==> src/rtl/cpu_pkg.sv <==
// Shared types and default widths for the CPU RAM block.
package cpu_pkg;

  typedef enum logic [1:0] {
    IDLE = 2'd0,
    LOAD = 2'd1,
    RUN  = 2'd2
  } state_e;

  localparam int CPU_ADDR_W = 8;
  localparam int CPU_DATA_W = 8;

endpackage

==> src/rtl/ram_array.sv <==
// Word storage: one synchronous write port, one asynchronous read port, no reset.
module ram_array #(
  parameter int ADDR_W = 8,
  parameter int DATA_W = 8,
  parameter int DEPTH  = 2**ADDR_W
) (
  input  logic              clk,
  input  logic              we_i,
  input  logic [ADDR_W-1:0] waddr_i,
  input  logic [DATA_W-1:0] wdata_i,
  input  logic [ADDR_W-1:0] raddr_i,
  output logic [DATA_W-1:0] rdata_o
);

  logic [DATA_W-1:0] mem_q [DEPTH];

  always_ff @(posedge clk) begin
    if (we_i) mem_q[waddr_i] <= wdata_i;
  end

  assign rdata_o = mem_q[raddr_i];

endmodule

==> src/rtl/cpu_ram.sv <==
// CPU program/data RAM with MAR: loader init port during LOAD, CPU bus port in RUN,
// loaded-word counter and sticky protocol-error flag.
module cpu_ram
  import cpu_pkg::*;
#(
  parameter int ADDR_W = CPU_ADDR_W,
  parameter int DATA_W = CPU_DATA_W,
  parameter int DEPTH  = 2**ADDR_W
) (
  input  logic              clk,
  input  logic              reset,
  input  logic              loading_ram,
  input  logic              init_set_addr,
  input  logic              init_set_ram,
  input  logic [ADDR_W-1:0] init_address,
  input  logic [DATA_W-1:0] init_data,
  input  logic              set_mar,
  input  logic              set_ram,
  input  logic              en_ram,
  input  logic [DATA_W-1:0] bus_in,
  output logic [DATA_W-1:0] bus_out,
  output logic              bus_oe,
  output logic [ADDR_W-1:0] mar,
  output logic              cpu_run,
  output logic [ADDR_W:0]   words_loaded,
  output logic              init_err
);

  localparam logic [ADDR_W:0] WORDS_MAX = (ADDR_W+1)'(DEPTH);

  // Assertion is immediate; release is held off for two clock edges.
  logic [1:0] rst_sync_q;
  logic       rst_n;

  always_ff @(posedge clk or negedge reset) begin
    if (!reset) rst_sync_q <= '0;
    else        rst_sync_q <= {rst_sync_q[0], 1'b1};
  end

  assign rst_n = rst_sync_q[1];

  state_e            state_q, state_d;
  logic [ADDR_W-1:0] mar_q, mar_d;
  logic              run_q, run_d;
  logic [ADDR_W:0]   words_q, words_d;
  logic              err_q, err_d;
  logic              seen_q, seen_d;

  logic              we;
  logic [ADDR_W-1:0] waddr;
  logic [DATA_W-1:0] wdata;
  logic [DATA_W-1:0] rdata;
  logic              cpu_strobe;

  assign cpu_strobe = set_mar | set_ram | en_ram;

  always_comb begin
    state_d = state_q;
    mar_d   = mar_q;
    run_d   = run_q;
    words_d = words_q;
    err_d   = err_q;
    seen_d  = seen_q;
    we      = 1'b0;
    waddr   = mar_q;
    wdata   = bus_in;
    unique case (state_q)
      IDLE: begin
        if (cpu_strobe) err_d = 1'b1;
        if (loading_ram) begin
          state_d = LOAD;
          words_d = '0;
          run_d   = 1'b0;
          seen_d  = 1'b0;
        end
      end
      LOAD: begin
        if (cpu_strobe) err_d = 1'b1;
        if (init_set_addr) begin
          mar_d  = init_address;
          seen_d = 1'b1;
        end
        // A same-cycle address strobe steers the write around the MAR register.
        if (init_set_ram) begin
          we     = 1'b1;
          wdata  = init_data;
          waddr  = init_set_addr ? init_address : mar_q;
          seen_d = 1'b0;
          if (!init_set_addr && !seen_q) err_d = 1'b1;
          if (words_q != WORDS_MAX) words_d = words_q + 1'b1;
        end
        if (!loading_ram) begin
          state_d = RUN;
          run_d   = 1'b1;
        end
      end
      RUN: begin
        if (set_mar && set_ram) begin
          err_d = 1'b1;
        end else begin
          if (set_mar) mar_d = ADDR_W'(bus_in);
          if (set_ram) we = 1'b1;
        end
        if (loading_ram) begin
          state_d = LOAD;
          words_d = '0;
          run_d   = 1'b0;
          seen_d  = 1'b0;
        end
      end
      default: state_d = IDLE;
    endcase
  end

  always_ff @(posedge clk or negedge rst_n) begin
    if (!rst_n) begin
      state_q <= IDLE;
      mar_q   <= '0;
      run_q   <= 1'b0;
      words_q <= '0;
      err_q   <= 1'b0;
      seen_q  <= 1'b0;
    end else begin
      state_q <= state_d;
      mar_q   <= mar_d;
      run_q   <= run_d;
      words_q <= words_d;
      err_q   <= err_d;
      seen_q  <= seen_d;
    end
  end

  ram_array #(
    .ADDR_W (ADDR_W),
    .DATA_W (DATA_W),
    .DEPTH  (DEPTH)
  ) u_ram (
    .clk     (clk),
    .we_i    (we),
    .waddr_i (waddr),
    .wdata_i (wdata),
    .raddr_i (mar_q),
    .rdata_o (rdata)
  );

  assign bus_oe       = en_ram && (state_q == RUN);
  assign bus_out      = bus_oe ? rdata : '0;
  assign mar          = mar_q;
  assign cpu_run      = run_q;
  assign words_loaded = words_q;
  assign init_err     = err_q;

endmodule

==> config.mk <==
export PLATFORM = sky130hd
export DESIGN_NAME = cpu_ram
export DESIGN_NICKNAME = d
export VERILOG_FILES = /design/src/rtl/cpu_pkg.sv /design/src/rtl/ram_array.sv /design/src/rtl/cpu_ram.sv
export SDC_FILE = /design/constraint.sdc
export NUM_CORES = 2
export LEC_CHECK = 0
export CAP_MARGIN = 20
export CORE_ASPECT_RATIO = 0.7
export CORE_MARGIN = 4
export CORE_UTILIZATION = 40
export CTS_CLUSTER_DIAMETER = 40
export CTS_CLUSTER_SIZE = 14
export DETAILED_ROUTE_END_ITERATION = 12
export DONT_BUFFER_PORTS = 1
export SETUP_SLACK_MARGIN = 0.3
export SYNTH_ARGS = -nofsm -noshare
export SYNTH_HDL_FRONTEND = slang
export SYNTH_SLANG_ARGS = --single-unit
==> constraint.sdc <==
create_clock -name clk -period 2.85 [get_ports clk]
set_input_delay 0.57 -clock clk [delete_from_list [all_inputs] [get_ports clk]]
set_output_delay 0.57 -clock clk [all_outputs]
set_load 0.02 [all_outputs]
==> Yosys cells after proc, flatten, opt, wreduce, memory -nomap -nowiden <==
Memories as Yosys holds them, arrays and structs flattened.
Cells that the tools add are included.
{ "classes": {"n_addsub": 1, "mul": 0, "div": 0, "order_cmp": 0, "n_eq_ne": 11, "shift": 0, "mux": 33, "n_bitwise": 2, "n_reduce_logical": 16} }
{ "op_table": {"columns": ["operator", "n"], "rows": [
  ["8-bit two-way mux", 8],
  ["9-bit two-way mux", 3],
  ["9-bit one-hot mux with 2 select lines", 1],
  ["8-bit one-hot mux with 2 select lines", 1],
  ["1-bit two-way mux", 13],
  ["2-bit inequality test, second input constant", 6],
  ["9-bit by 1-bit adder with 9-bit output, second input constant", 1],
  ["9-bit inequality test, second input constant", 1],
  ["3-bit AND reduction", 3],
  ["1-bit one-hot mux with 2 select lines", 3],
  ["2-bit two-way mux", 2],
  ["2-bit one-hot mux with 2 select lines", 1],
  ["2-bit AND reduction", 2],
  ["4-bit AND reduction", 1],
  ["2-bit nonzero test", 2],
  ["1-bit logical AND", 3],
  ["3-bit inequality test, second input constant", 1],
  ["1-bit one-hot mux with 3 select lines", 1],
  ["3-bit nonzero test", 1],
  ["2-bit by 1-bit == test with 1-bit output, second input constant", 1],
  ["2-bit == test, second input constant", 1],
  ["1-bit logical NOT", 2],
  ["2-bit logical NOT", 1],
  ["2-bit by 1-bit inequality test with 1-bit output, second input constant", 1],
  ["2 further kinds", 3]
]} }
{ "word_totals": {"register_bits": 24, "latch_bits": 0, "ram_bits": 2048, "rom_bits": 0, "input_bits": 32, "output_inout_bits": 28, "elab_cells": 71, "mem_count": 1} }
{ "mem_list": {"columns": ["name", "words", "word_bits", "read_ports", "rd_clocked_by_memory_dff", "wr", "line_no", "rtl"], "rows": [
  ["u_ram.mem_q", 256, 8, 1, 0, 1, "ram_array.sv:15", "logic [DATA_W-1:0] mem_q [DEPTH];"]
]} }

==> Depth between registers and ports, before layout <==
{ "depth": {"depth_word": 6, "mapped_depth": 11, "depth_no_buf": 8} }

==> Hierarchy <==
A second synthesis with hierarchy kept.
{ "hier_totals": {"hier_cells": 3912, "area_unflattened_um2": 81077.8} }
{ "modules_own_cells": {"columns": ["module", "instances", "cells_each", "area_each_um2", "seq_area_each_um2"], "rows": [
  ["ram_array", 1, 3725, 79396.1, 61499.0],
  ["cpu_ram", 1, 187, 1681.6, 600.6]
]} }

==> Worst setup path after synthesis <==
Ideal clock, no wire load.
{ "synth_timing": {"path_kind": "register to register", "from": "reg state_q[1]", "to": "mem u_ram.mem_q[0][0] (data pin)", "setup_time_ps": 556, "arrival_ps": 2961, "required_ps": 2294, "setup_slack_ps": -666, "stages_incl_launch_ff": 6, "path_buffers": 1, "period_less_slack_ps": 3516, "path_cell_list": "dfrtp_1 -> inv_1 -> ha_1 -> buf_4 -> nand2_1 -> mux2_2"} }
{ "synth_via": {"elab_chain_cells": 2} }
{ "synth_lines": {"columns": ["item", "line_no", "rtl"], "rows": [
  ["start, declared", "cpu_ram.sv:42", "state_e state_q, state_d;"],
  ["start signal, assigned", "cpu_ram.sv:124", "state_q <= state_d;"],
  ["2-bit by 1-bit == test with 1-bit output", "cpu_ram.sv:67", "unique case (state_q)"],
  ["8-bit two-way mux", "cpu_ram.sv:67", null],
  ["via u_ram.wdata_i[0]", "ram_array.sv:10", "input logic [DATA_W-1:0] wdata_i,"],
  ["end, declared", "ram_array.sv:15", null]
]} }
The timed path passes the listed nets, and every way through them passes these cells.

==> Worst setup path after layout <==
{ "layout_timing": {"from": "reg mar_q[0] (netlist: mar[0])", "to": "out bus_out[5]"} }
{ "layout_via": {"elab_chain_cells": 2} }
{ "layout_lines": {"columns": ["item", "line_no", "rtl"], "rows": [
  ["start, declared", "cpu_ram.sv:43", "logic [ADDR_W-1:0] mar_q, mar_d;"],
  ["start signal, assigned", "cpu_ram.sv:125", "mar_q <= mar_d;"],
  ["memory read 256 x 8 bit", null, null],
  ["8-bit two-way mux", "cpu_ram.sv:147", "assign bus_out = bus_oe ? rdata : '0;"],
  ["end, declared", "cpu_ram.sv:21", "output logic [DATA_W-1:0] bus_out,"]
]} }
Every way passes these cells.

==> impl_metrics.tcl <==
set metrics [dict create \
    p_leak_nw 33.73 \
    ys_seq_elements 2072 \
    layout-drive-gt1-share_pct 35.91 \
    cts.root.buffer_cell "clkbuf_16" \
    path_clk_slew_ns 0.06 \
    synth_simple_gate_area_share_pct 4.075 \
    rr_endpoint "u_ram.mem_q[116][2]" \
    setup_viol 234 \
    dr.pass1.iters 6 \
    yosys.area_share.adder_pct 0.1060 \
    clk_latency_ns 0.84 \
    grt_max_degree 101 \
    worstHoldEndpoint "init_err" \
    layout_setup_ws_ns -1.702 \
    hold_start "set_ram" \
    cp-start-kind "register" \
    synth_top_family_by_area "multiplexers" \
    avgRoutedWirePerCell_um 30.38 \
    fp.dieH_um 388.3 \
    ys_warn_count 0 \
    drtIter0Drc 6436 \
    crit_arrival_ns 3.98 \
    gp_congestion 0.9226 \
    synth-compound-area-share_pct 3.857 \
    post-route-util_pct 49.83 \
    period_needed_ns 4.552 \
    avgSynthCellArea_um2 19.74 \
    start_util_pct 40.28 \
    whs_ns 0.08512 \
    fmax_mhz 219.7 \
    pin_count 60 \
    synth_edf_count 2048 \
    synth.distinct_cells 91 \
    peakVddDrop_v 0.0005912 \
    finalCritPeriodShare_pct 159.7 \
    synthMuxAreaShare_pct 14.20 \
    die_x_um 551.3 \
    htreeDepth 4 \
    grt_pass1_vias 44610 \
    tritoncts "built" \
    reg2reg_slack_ns -0.07 \
    violations "setup timing" \
    grt.total_usage_pct 22.12 \
    final.setup.tns_ns -19.71 \
    tightest_slew_ns 1.150 \
    drc 0 \
    grt_overflow 0 \
    pre_cts_ws_ns -1.659 \
    cts.path.max_buffers 4 \
    routed_wl_mm 245.1 \
    port_buffers 0 \
    outcome "complete, but fails checks" \
    worstPathMaxFanout 8 \
    syn_nets 4227 \
    async_flop_share_pct 1.158 \
    worstPathRequired_ns 2.28 \
    dieArea_um2 214100 \
    reg2reg_depth 11 \
    routed_via_density 5.823 \
    grt_pass1_wl_mm 339.3 \
    layout-area-overhead-vs-synth_pct 23.71 \
    worstHoldPathCells 3 \
    antenna_found_initial 8 \
    dp_hpwl_mm 163.3 \
    yosysSeqAreaShare_pct 75.13 \
    coreArea_um2 205200 \
    cap_violations 0 \
    worstHoldPathType "in2reg" \
    synth_cells 4188 \
    synth_xor_area_share_pct 0.06358 \
    row_count 139 \
    relSlewSlack_pct 23.34 \
    finalHoldViolations 0 \
    worst-setup-path-type "reg2out" \
    synth_ff_type "edfxtp_1" \
    clock-skew-final_ns 0.04609 \
    cellPowerDensity_nw_per_um2 894.0 \
    synth.cell_area_um2 82660 \
    drtAntennaViolNets 0 \
    end_kind "output pin" \
    nFillCells 16575 \
    cts_inserted_buffers 199 \
    slew_viol_final 0 \
    r2r-start "mar[1]" \
    clkSinkCount 2072 \
    rsz0062_at_grt "true" \
    nets 5255 \
    routed-via-count 46976 \
]
-- stage by stage --
step | cell area, um2 | power, mW | cells
floorplan | 82810 | 50.70 | 4188
CTS | 100400 | 89.35 | 7986
detailed placement | 93220 | 63.13 | 7648
global route | 102300 | 94.20 | 8066
global placement | 93210 | 62.97 | 7647
finish | 102300 | 91.41 | 8067
-- routing by layer --
layer | GRT usage, % | vias to the layer above | share of wire (%)
met5 | 0 | - | 0
met4 | 4.838 | 0 | 2.2
met3 | 7.234 | 311 | 13
met1 | 34.95 | 24606 | 44
met2 | 29.43 | 2639 | 41
li1 | - | 19420 | -
-- where the power goes --
part | switching, mW | internal (mW) | leakage [nW]
Sequential | 0.177 | 34.8 | 18.7
Combinational | 17.7 | 13.7 | 12.1
Clock | 11.3 | 13.8 | 2.91
-- worst max-delay path by stage --
stage	from	endpoint	cells after the start
floorplan	state_q[1]	u_ram.mem_q[64][0]	9
global route	mar[0]	bus_out[5]	13
CTS	mar[0]	bus_out[5]	11
global placement	mar[1]	bus_out[4]	12
finish	mar[0]	bus_out[5]	13
detailed placement	mar[1]	bus_out[4]	12
-- Yosys cell counts, types with 7 or more instances --
master     number  area share (%)
nand2_1       109            0.49
nor3_1         40            0.24
or3_1          13           0.098
a21oi_1        42            0.25
buf_2          60            0.36
ha_1            7            0.11
clkbuf_1       59            0.27
a211oi_1       18            0.16
buf_8          22            0.40
buf_1           9           0.041
nand4_1        21            0.16
o21ai_0        53            0.32
a2111oi_0      18            0.19
mux4_1         92             2.9
and2_1         12           0.091
nor2_1        327             1.5
buf_6          36            0.49
o22ai_1       109            0.82
nand3_1        62            0.38
nand2b_1       14            0.11
edfxtp_1     2048              74
a22oi_1        38            0.35
buf_12         18            0.44
o32ai_1        18            0.19
o221ai_1       76            0.81
nor4_1         40            0.30
mux2i_1       300             3.6
dfrtp_1        24            0.73
buf_4          39            0.35
and3_1          7           0.053
mux4_2        273             7.4
mux2_2         15            0.20
nor3b_1         7           0.064
a22o_1          8           0.085
o31ai_1        18            0.16
nand3b_1       16            0.15
-- sequential cells by signal (all words and copies together) (netlist names) --
| name | cells |
|---|---|
| cpu_run | 1 |
| init_err | 1 |
| mar | 8 |
| rst_sync_q | 2 |
| seen_q | 1 |
| state_q | 2 |
| u_ram.mem_q | 2048 |
| words_loaded | 9 |
-- kinds of logic (layout without fill, tap and decap cells) --
family / Yosys count / count (layout)
AOI/OAI and AO/OA: 444 / 444
xor gates and xnor gates: 6 / 6
adders and majority gates: 7 / 7
buffers and inverters: 264 / 1392
DFF: 2072 / 2072
muxes: 680 / 680
other: 1 / 3
and+or+nand+nor: 714 / 714
-- cell usage in the layout, fill, tap and decap left out, types with 62 or more instances in the layout --
cell and n:
buf_12 135, buf_4 826, buf_6 69, clkbuf_16 209, edfxtp_1 2048, mux2i_1 295, mux4_1 80, mux4_2 285
nand2_1 94, nor2_1 256, o221ai_1 62, o22ai_1 92
-- repair_timing --
item	in CTS	in global routing
hold buffers	7	0
pin swaps	42	70
cloned	5	10
endpoints found under the setup margin	2464	3427
hold endpoints to repair	7	0
gates resized for setup	179	272
setup buffers	25	69
-- final cells by class --
cell class,instances,area (um2),share of cell area [%]
clock buffers,226,5162,5.049
multi-input cells,1852,19960,19.52
flip-flops and latches,2072,62120,60.75
inverters,7,30.03,0.02937
repair buffers,1084,10760,10.53
well taps,2749,3440,3.364
clock inverters,75,775.7,0.7587
diodes,2,5.005,0.004895
-- worst max-delay path, stage by stage, from the launching register on --
cell and delay [ns]:
dfrtp_4 0.50, buf_12 0.16, buf_16 0.15, buf_4 0.14, mux4_2 0.32, and2_1 0.19
a2111oi_1 0.09, buf_4 0.16, nor4_2 0.48, nand3_1 0.25, buf_12 0.21, o32ai_4 0.18
buf_4 0.18, buf_6 0.10
Note: power is estimated with default switching activity, not from simulation.
